===== config.mk =====
export PLATFORM = sky130hd
export DESIGN_NAME = uart_tx_sequencer
export DESIGN_NICKNAME = d
export VERILOG_FILES = /design/src/rtl/uart_tx_sequencer.sv
export SDC_FILE = /design/constraint.sdc
export NUM_CORES = 1
export LEC_CHECK = 0
export ABC_AREA = 1
export BUFFER_PORTS_ARGS = -buffer_cell sky130_fd_sc_hd__buf_4
export CAP_MARGIN = 20
export CORE_UTILIZATION = 59
export CTS_BUF_LIST = sky130_fd_sc_hd__clkbuf_4 sky130_fd_sc_hd__clkbuf_8
export DETAILED_ROUTE_END_ITERATION = 6
export PLACE_DENSITY = 0.82
export SLEW_MARGIN = 25
export SYNTH_ARGS = -nofsm -noshare
export SYNTH_HDL_FRONTEND = slang
export SYNTH_SLANG_ARGS = --single-unit

===== constraint.sdc =====
create_clock -name clock -period 2.1 [get_ports clock]
set_clock_uncertainty 0.2 [all_clocks]
set_input_delay 0.42 -clock clock [delete_from_list [all_inputs] [get_ports clock]]
set_output_delay 0.42 -clock clock [all_outputs]
set_load 0.03 [all_outputs]

===== src/rtl/uart_tx_sequencer.sv =====
// UART transmit sequencer: shifts one framed word onto tx_serial,
// timed by the shared oversampling baud tick.
module uart_tx_sequencer #(
    parameter int DATA_BITS   = 8,
    parameter int SAMPLE_RATE = 16,
    parameter int PARITY      = 0
) (
    input  logic                 clock,
    input  logic                 reset_n,
    input  logic                 tick,
    output logic                 start_tx,
    input  logic [DATA_BITS-1:0] tx_data,
    input  logic                 tx_valid,
    output logic                 tx_ready,
    output logic                 tx_serial,
    output logic                 tx_busy
);
    localparam int CW = (SAMPLE_RATE > 1) ? $clog2(SAMPLE_RATE) : 1;
    localparam int IW = $clog2(DATA_BITS);
    localparam logic [CW-1:0] CNT_LAST = CW'(SAMPLE_RATE - 1);
    localparam logic [IW-1:0] IDX_LAST = IW'(DATA_BITS - 1);
    localparam bit HAS_PARITY = (PARITY == 1) || (PARITY == 2);
    localparam bit ODD = (PARITY == 2);

    typedef enum logic [2:0] {
        IDLE       = 3'd0,
        START      = 3'd1,
        DATA       = 3'd2,
        PARITY_BIT = 3'd3,
        STOP       = 3'd4
    } state_t;

    state_t               state, state_next;
    logic [CW-1:0]        cnt, cnt_next;
    logic [IW-1:0]        idx, idx_next;
    logic [DATA_BITS-1:0] shreg, shreg_next;
    logic                 par, par_next;
    logic                 serial_next, start_next;
    logic                 counted, bit_done;

    // The tick that lands in the realign cycle belongs to the old phase.
    assign counted  = tick && !start_tx && (state != IDLE);
    assign bit_done = counted && (cnt == CNT_LAST);
    assign tx_ready = (state == IDLE);
    assign tx_busy  = !tx_ready;

    always_ff @(posedge clock or negedge reset_n) begin
        if (!reset_n) begin
            state     <= IDLE;
            cnt       <= '0;
            idx       <= '0;
            shreg     <= '0;
            par       <= 1'b0;
            tx_serial <= 1'b1;
            start_tx  <= 1'b0;
        end else begin
            state     <= state_next;
            cnt       <= cnt_next;
            idx       <= idx_next;
            shreg     <= shreg_next;
            par       <= par_next;
            tx_serial <= serial_next;
            start_tx  <= start_next;
        end
    end

    always_comb begin
        state_next = state;
        case (state)
            IDLE:       if (tx_valid) state_next = START;
            START:      if (bit_done) state_next = DATA;
            DATA: begin
                if (bit_done && idx == IDX_LAST)
                    state_next = HAS_PARITY ? PARITY_BIT : STOP;
            end
            PARITY_BIT: if (bit_done) state_next = STOP;
            STOP:       if (bit_done) state_next = IDLE;
            default:    state_next = IDLE;
        endcase

        cnt_next   = cnt;
        idx_next   = idx;
        shreg_next = shreg;
        par_next   = par;
        if (state == IDLE) begin
            cnt_next = '0;
            idx_next = '0;
            if (tx_valid) begin
                shreg_next = tx_data;
                par_next   = (^tx_data) ^ ODD;
            end
        end else if (bit_done) begin
            cnt_next = '0;
            if (state == DATA) begin
                idx_next   = idx + 1'b1;
                shreg_next = shreg >> 1;
            end
        end else if (counted) begin
            cnt_next = cnt + 1'b1;
        end
    end

    // Line level is decided from the state being entered so it is registered.
    always_comb begin
        start_next = (state == IDLE) && tx_valid;
        case (state_next)
            START:      serial_next = 1'b0;
            DATA:       serial_next = shreg_next[0];
            PARITY_BIT: serial_next = par;
            default:    serial_next = 1'b1;
        endcase
    end
endmodule


==> results of run 1 <==
==> synth_stat cells, types with 3 or more instances <==
| cell | n |
|---|---|
| nand2_2 | 3 |
| nor2_1 | 3 |
| nand2_1 | 40 |
| o21ai_2 | 3 |
| xnor2_1 | 6 |
| nand3_1 | 19 |
| inv_1 | 13 |
| dfrtp_1 | 20 |
| ha_1 | 3 |
| nand2_4 | 3 |
| nor2_8 | 3 |
| o21ai_0 | 3 |
==> area by class of cell <==
class / instances / share of cell area, %
Tap cell: 27 / 2.379
Sequential cell: 21 / 37.09
Inverter: 16 / 4.758
Timing Repair Buffer: 16 / 8.634
Clock inverter: 1 / 0.5286
Clock buffer: 3 / 1.586
Multi-Input combinational cell: 101 / 45.02
==> path summary, 6_finish.rpt <==
check | from | end
min in group asynchronous | reset_n | cnt[1]$_DFFE_PN0P_
worst min register to register | par$_DFFE_PN0P_ | par$_DFFE_PN0P_
worst max register to register | cnt[1]$_DFFE_PN0P_ | tx_serial$_DFF_PN1_
worst min-delay path | tx_data[7] | shreg[7]$_DFFE_PN0P_
worst max-delay path | state[0]$_DFF_PN0_ | tx_ready
max in group asynchronous | reset_n | tx_serial$_DFF_PN1_
==> layout by cell type (no fill, tap or decap), drive strengths merged, types with 3 or more instances in the layout <==
| master | synthesis | final |
|---|---|---|
| xnor2 | 6 | 6 |
| dfrtp | 20 | 20 |
| buf | 2 | 15 |
| ha | 3 | 3 |
| nand3 | 21 | 21 |
| clkbuf | 0 | 3 |
| nor2 | 8 | 8 |
| o21ai | 6 | 6 |
| nand2 | 46 | 46 |
| inv | 15 | 15 |
==> per-layer routing <==
layer	track usage, %	vias to the layer above	share of wire [%]
li1	-	486	-
met1	27.95	459	44
met2	41.78	23	51
met3	3.774	5	3.1
met4	8.824	0	1.9
met5	0	-	0
==> state kept, by name (all words and copies together), names as in the netlist <==
name and cells:
idx 3, par 1, shreg 8, start_tx 1, state 3, cnt 4
tx_serial 1
==> power breakdown <==
part | total, uW | internal (uW) | switching (uW)
sequential | 652 | 547 | 106
combinational | 661 | 251 | 410
clock | 208 | 72.9 | 135
==> logic make-up after synthesis <==
family                     synth area share (%)
AOI/OAI and AO/OA                         7.913
xor gates and xnor gates                  5.539
adders and majority gates                 2.968
buffers and inverters                     7.814
DFF                                       41.64
and+or+nand+nor                           34.12
==> per-stage QoR <==
| step | total power (uW) | area [um^2] | worst slack, ns | hold WS [ns] | utilization, % |
|---|---|---|---|---|---|
| after global routing | 1641 | 1420 | 0.07112 | 0.1147 | 71.65 |
| after detailed placement | 1320 | 1380 | 0.4305 | 0.1184 | 69.63 |
| after global placement | 1298 | 1380 | 0.4653 | 0.1162 | 69.63 |
| final | 1522 | 1420 | 0.1374 | 0.1075 | 71.65 |
| after floorplan | 1198 | 1265 | 0.4769 | -0.07559 | - |
| after CTS | 1530 | 1420 | 0.1266 | 0.1030 | 71.65 |
==> timing repair <==
action / in CTS / in global routing
gates resized for setup: 0 / 0
hold endpoints to repair: 20 / 0
endpoints found under the setup margin: 0 / 0
hold buffers: 1 / 0
==> worst max-delay path, delay by kind of cell (launching register included) <==
family	cells	cell delay (ns)
buffers and inverters	2	0.24
DFF	1	0.45
and+or+nand+nor	2	0.34
==> flow_metrics.tcl, run 1 <==
set metrics [dict create \
    status "complete, no violations" \
    cts_root_buf "clkbuf_4" \
    worstSetupStartpointType "flip-flop" \
    cts_buffers 3 \
    max_freq_ghz 0.5095 \
    rows 16 \
    wirelength_mm 2.248 \
    drv_slew 0 \
    hp-class "in -> reg" \
    synth_edf_count 0 \
    postSynthCellCount 140 \
    synth_area_um2 1265 \
    clk_pin_slew_ns 0.13 \
    relSlewSlack_pct 81.49 \
    clock_latency_ns 0.32 \
    hold_viol 0 \
    n_fill_cell 167 \
    power_leakage_uw 0.0007634 \
    dr_total_vias 973 \
    synth_cell_types 28 \
    post-cts-setup-buffers 0 \
    max_stage_delay_ns 0.45 \
    rr_worst_depth 11 \
    worstMarginPinSlew_ns 0.2756 \
    seq_area_frac_synth_pct 41.64 \
    powerDensity_nw_per_um2 1071 \
    drc 0 \
    antenna_found_initial 0 \
    core_area_um2 1982 \
    first_iter_violations 10 \
    final_antenna_net_count 0 \
    avgSynthCellArea_um2 9.035 \
    grt_overflow_total 0 \
    finalSetupViolations 0 \
    cts_max_path_buffers 2 \
    synthTopCellsByArea "dfrtp_1 40%, nand2_1 12%, nand3_1 7.5%, nor2_8 4.7%, xnor2_1 4.2%" \
    grt_usage_pct 23.29 \
    ios 16 \
    die_w_um 48.31 \
    dieArea_um2 2333 \
    stdcell_count 185 \
    area.growth.synth_to_final_pct 12.26 \
    synth_top_flop_cell "dfrtp_1" \
    syn-num-nets 155 \
    initial_core_util_pct 63.83 \
    yosysTopAreaCell "dfrtp_1" \
    rrSetupSlack_ns 0.41 \
    slowest_stage "dfrtp_1" \
    cts_tree "built" \
    peakVddDrop_v 0.0005906 \
    htreeDepth 1 \
    viasPerCell 5.259 \
    grt_pass1_wl_mm 4.174 \
    dr.pass1.iters 7 \
    drive_gt1_share_pct 25.32 \
    regArea_um2 526.8 \
    io_buffers 15 \
    critPathArrivalTime_ns 1.34 \
    die_y_um 48.31 \
    ys_ff_latch 21 \
    place_hpwl_mm 1.736 \
    nNetsFinal 174 \
    grt_pass1_vias 956 \
    end_kind "output pin" \
    finalSetupTns_ns 0 \
    yosys_warnings 0 \
    crit_required_ns 1.48 \
    crit_path_max_fanout 11 \
    rsz0062_at_grt "false" \
    wl_per_cell_um 12.15 \
    grt_max_degree 22 \
    ys_async_sr_fraction_pct 100.0 \
    dp_cells 180 \
    cts.sinks 21 \
    multiInputGateArea_um2 639.4 \
    fin_crit_sh_pct 93.46 \
    holdPathStages 3 \
    gp_congestion 0.8069 \
    netlist.area_leader.share_pct 39.56 \
    num_antenna_cells 0 \
    period_needed_ns 1.963 \
    crit_type "reg -> out" \
    maxCapViolations 0 \
    cp_cell_sequence "nor2_4 -> nand2_4 -> inv_1 -> buf_4" \
]
Note: power is estimated with default switching activity, not from simulation.
==> inputs of run 2 (changes only) <==
--- a/config.mk
+++ b/config.mk
@@ -5,10 +5,9 @@
 export SDC_FILE = /design/constraint.sdc
 export NUM_CORES = 1
 export LEC_CHECK = 0
-export ABC_AREA = 1
 export BUFFER_PORTS_ARGS = -buffer_cell sky130_fd_sc_hd__buf_4
 export CAP_MARGIN = 20
-export CORE_UTILIZATION = 59
+export CORE_UTILIZATION = 58
 export CTS_BUF_LIST = sky130_fd_sc_hd__clkbuf_4 sky130_fd_sc_hd__clkbuf_8
 export DETAILED_ROUTE_END_ITERATION = 6
 export PLACE_DENSITY = 0.82
==> flow_metrics.tcl, run 2 <==
set metrics [dict create \
    multiInputGateArea_um2 558.0 \
    synth_cell_types 41 \
    worstSetupStartpointType "flip-flop" \
    regMostFlops "shreg" \
    power_frac_clock_pct 19.0 \
    place_hpwl_mm 1.732 \
    final_antenna_net_count 0 \
    finalSetupViolations 0 \
    seq_area_frac_synth_pct 46.62 \
    io_buffers 15 \
    drive_gt1_share_pct 24.43 \
    synthMostInstantiatedCell "dfrtp_1" \
    worstMarginPinSlew_ns 0.3290 \
    grt_pass1_vias 887 \
    worst_hold_slack_ns 0.1489 \
    synth.mux.area_fraction_pct 0 \
    synth_top_family_by_area "compound AO/OA/AOI/OAI gates" \
    synth_fa_ha_area_share_pct 3.322 \
    cts_buffers 3 \
    yosys-top-cells-count "20 x dfrtp_1, 9 x nand2_1, 9 x nor2_1" \
    grt_max_degree 22 \
    clk_pin_slew_ns 0.12 \
    crit_path_max_fanout 7 \
    cts_tree "built" \
    grt_overflow_total 0 \
    syn-num-nets 127 \
    place_ws_ns 0.1600 \
    dr.pass1.iters 4 \
    die_y_um 46.14 \
    max_stage_delay_ns 0.43 \
    initial_core_util_pct 63.37 \
    ios 16 \
    dp_cells 151 \
    yosys.area_share.simple_pct 16.06 \
    final_common_cell "dfrtp_1" \
    area.growth.synth_to_final_pct 16.72 \
    slowest_stage "dfrtp_1" \
    synthTopCellsByArea "dfrtp_1 44%, xnor2_1 5.4%, a22o_1 4.7%, a21o_1 4.0%, ha_1 3.3%" \
    viasPerCell 5.929 \
    gp_congestion 0.8947 \
    drv_slew 0 \
    finalSetupTns_ns 0 \
    hold_viol 0 \
    postSynthCellCount 112 \
    largest_reg_flops 8 \
    cts_root_buf "clkbuf_4" \
    rows 15 \
    max_freq_ghz 0.5012 \
    clock_latency_ns 0.30 \
    num_antenna_cells 0 \
    end_kind "output pin" \
    ys_ff_latch 21 \
    holdPathStages 3 \
    mostFrequentLayoutCells "20 x dfrtp_1, 19 x buf_4, 9 x nor2_1, 9 x nand2_1, 7 x xnor2_1" \
    hp-class "in -> reg" \
    wl_per_cell_um 14.98 \
    crit_required_ns 1.48 \
    path_common_cell "buf_4" \
    ys_async_sr_fraction_pct 100.0 \
    n_fill_cell 131 \
    grt_pass1_wl_mm 3.691 \
    synth_compound_gate_area_share_pct 23.37 \
    relSlewSlack_pct 77.86 \
    avgSynthCellArea_um2 10.09 \
    maxCapViolations 0 \
    synth_top_flop_cell "dfrtp_1" \
    htreeDepth 1 \
    period_needed_ns 1.995 \
    netSwitchingFraction_pct 32.19 \
    internal_power_uw 701.5 \
    regArea_um2 526.8 \
    powerDensity_nw_per_um2 784.5 \
    crit_type "reg -> out" \
    drc 0 \
    synth_area_um2 1130 \
    ctsResizeCount 0 \
    yosysTopAreaCell "dfrtp_1" \
    cp_cell_sequence "buf_4 -> nor3_2 -> inv_1 -> buf_4" \
    combPwrFrac_pct 25.6 \
    grt_usage_pct 24.42 \
    peakVddDrop_v 0.0004607 \
    die_w_um 46.14 \
    antenna_found_initial 0 \
    rsz0062_at_grt "false" \
    synth_xor_area_share_pct 6.202 \
    status "complete, no violations" \
    cts_max_path_buffers 2 \
    fin_util_pct 73.96 \
    wirelength_mm 2.337 \
    power_leakage_uw 0.0006388 \
    dieArea_um2 2128 \
    stdcell_count 156 \
    switching_power_uw 333.1 \
    core_area_um2 1783 \
    rr_worst_depth 4 \
    nNetsFinal 147 \
    first_iter_violations 42 \
    yosys_warnings 0 \
    netlist.area_leader.share_pct 44.30 \
    cts.sinks 21 \
    synth_edf_count 0 \
    largestRegisters "shreg x8, cnt x4" \
    dr_total_vias 925 \
    seq_power_share_pct 55.4 \
    layout_setup_ws_ns 0.1048 \
    fin_crit_sh_pct 95.01 \
    critPathArrivalTime_ns 1.38 \
    post-cts-setup-buffers 0 \
]
==> run 2: logic make-up after synthesis <==
family,after synthesis
AO/OA/AOI/OAI,36
AND/OR/NAND/NOR,33
flip-flops,21
buffers and inverters,11
XOR/XNOR,8
adder cells (fa/ha/maj),3
==> run 2: area by class of cell <==
| class | instances | area share, % |
|---|---|---|
| Clock inverter | 1 | 0.3795 |
| Timing Repair Buffer | 20 | 11.57 |
| Multi-Input combinational cell | 80 | 42.32 |
| Clock buffer | 3 | 1.708 |
| Inverter | 6 | 1.708 |
| Sequential cell | 21 | 39.94 |
| Tap cell | 25 | 2.372 |
==> run 2: worst paths after layout <==
| check | start | end | slack [ns] |
|---|---|---|---|
| hold / removal | tx_data[7] | shreg[7]$_DFFE_PN0P_ | 0.15 |
| min in group asynchronous | reset_n | shreg[0]$_DFF_PN0_ | 0.32 |
| setup reg to reg | state[2]$_DFF_PN0_ | shreg[6]$_DFFE_PN0P_ | 0.14 |
| hold reg to reg | shreg[5]$_DFFE_PN0P_ | shreg[5]$_DFFE_PN0P_ | 0.29 |
| setup / recovery | state[0]$_DFF_PN0_ | tx_busy | 0.10 |
| max in group asynchronous | reset_n | tx_serial$_DFF_PN1_ | 1.11 |
==> run 2: critical path: cells and delay by family (launching register included) <==
| kind | cells | cell delay (ns) |
|---|---|---|
| and+or+nand+nor | 1 | 0.24 |
| buffers and inverters | 3 | 0.40 |
| DFF | 1 | 0.43 |
==> run 2: power by group through the flow <==
stage / logic (uW) / registers (uW) / clock network (uW)
floorplan: 184 / 569 / 0
global placement: 253 / 574 / 0
detailed placement: 264 / 580 / 0
CTS: 267 / 571 / 202
global route: 296 / 584 / 222
finish: 265 / 573 / 197
==> run 2: timing repair <==
action                                 4_1_cts  5_1_grt
setup endpoints to repair                    0        0
endpoints found under the hold margin       20        0
hold buffers                                 1        0
==> run 2: through the flow <==
| stage | area [um^2] | total power (uW) |
|---|---|---|
| after floorplan | 1135 | 752.8 |
| after global placement | 1281 | 827.1 |
| after detailed placement | 1281 | 844.1 |
| after CTS | 1319 | 1040 |
| after global routing | 1319 | 1102 |
| final | 1319 | 1035 |
==> run 2: per-layer routing <==
| metal | up-vias | wire length (um) | GRT usage, % |
|---|---|---|---|
| met5 | - | 0 | 0 |
| met4 | 0 | 10 | 12.35 |
| met3 | 2 | 89 | 3.137 |
| met2 | 31 | 1151 | 39.44 |
| met1 | 446 | 1085 | 31.99 |
| li1 | 446 | - | - |
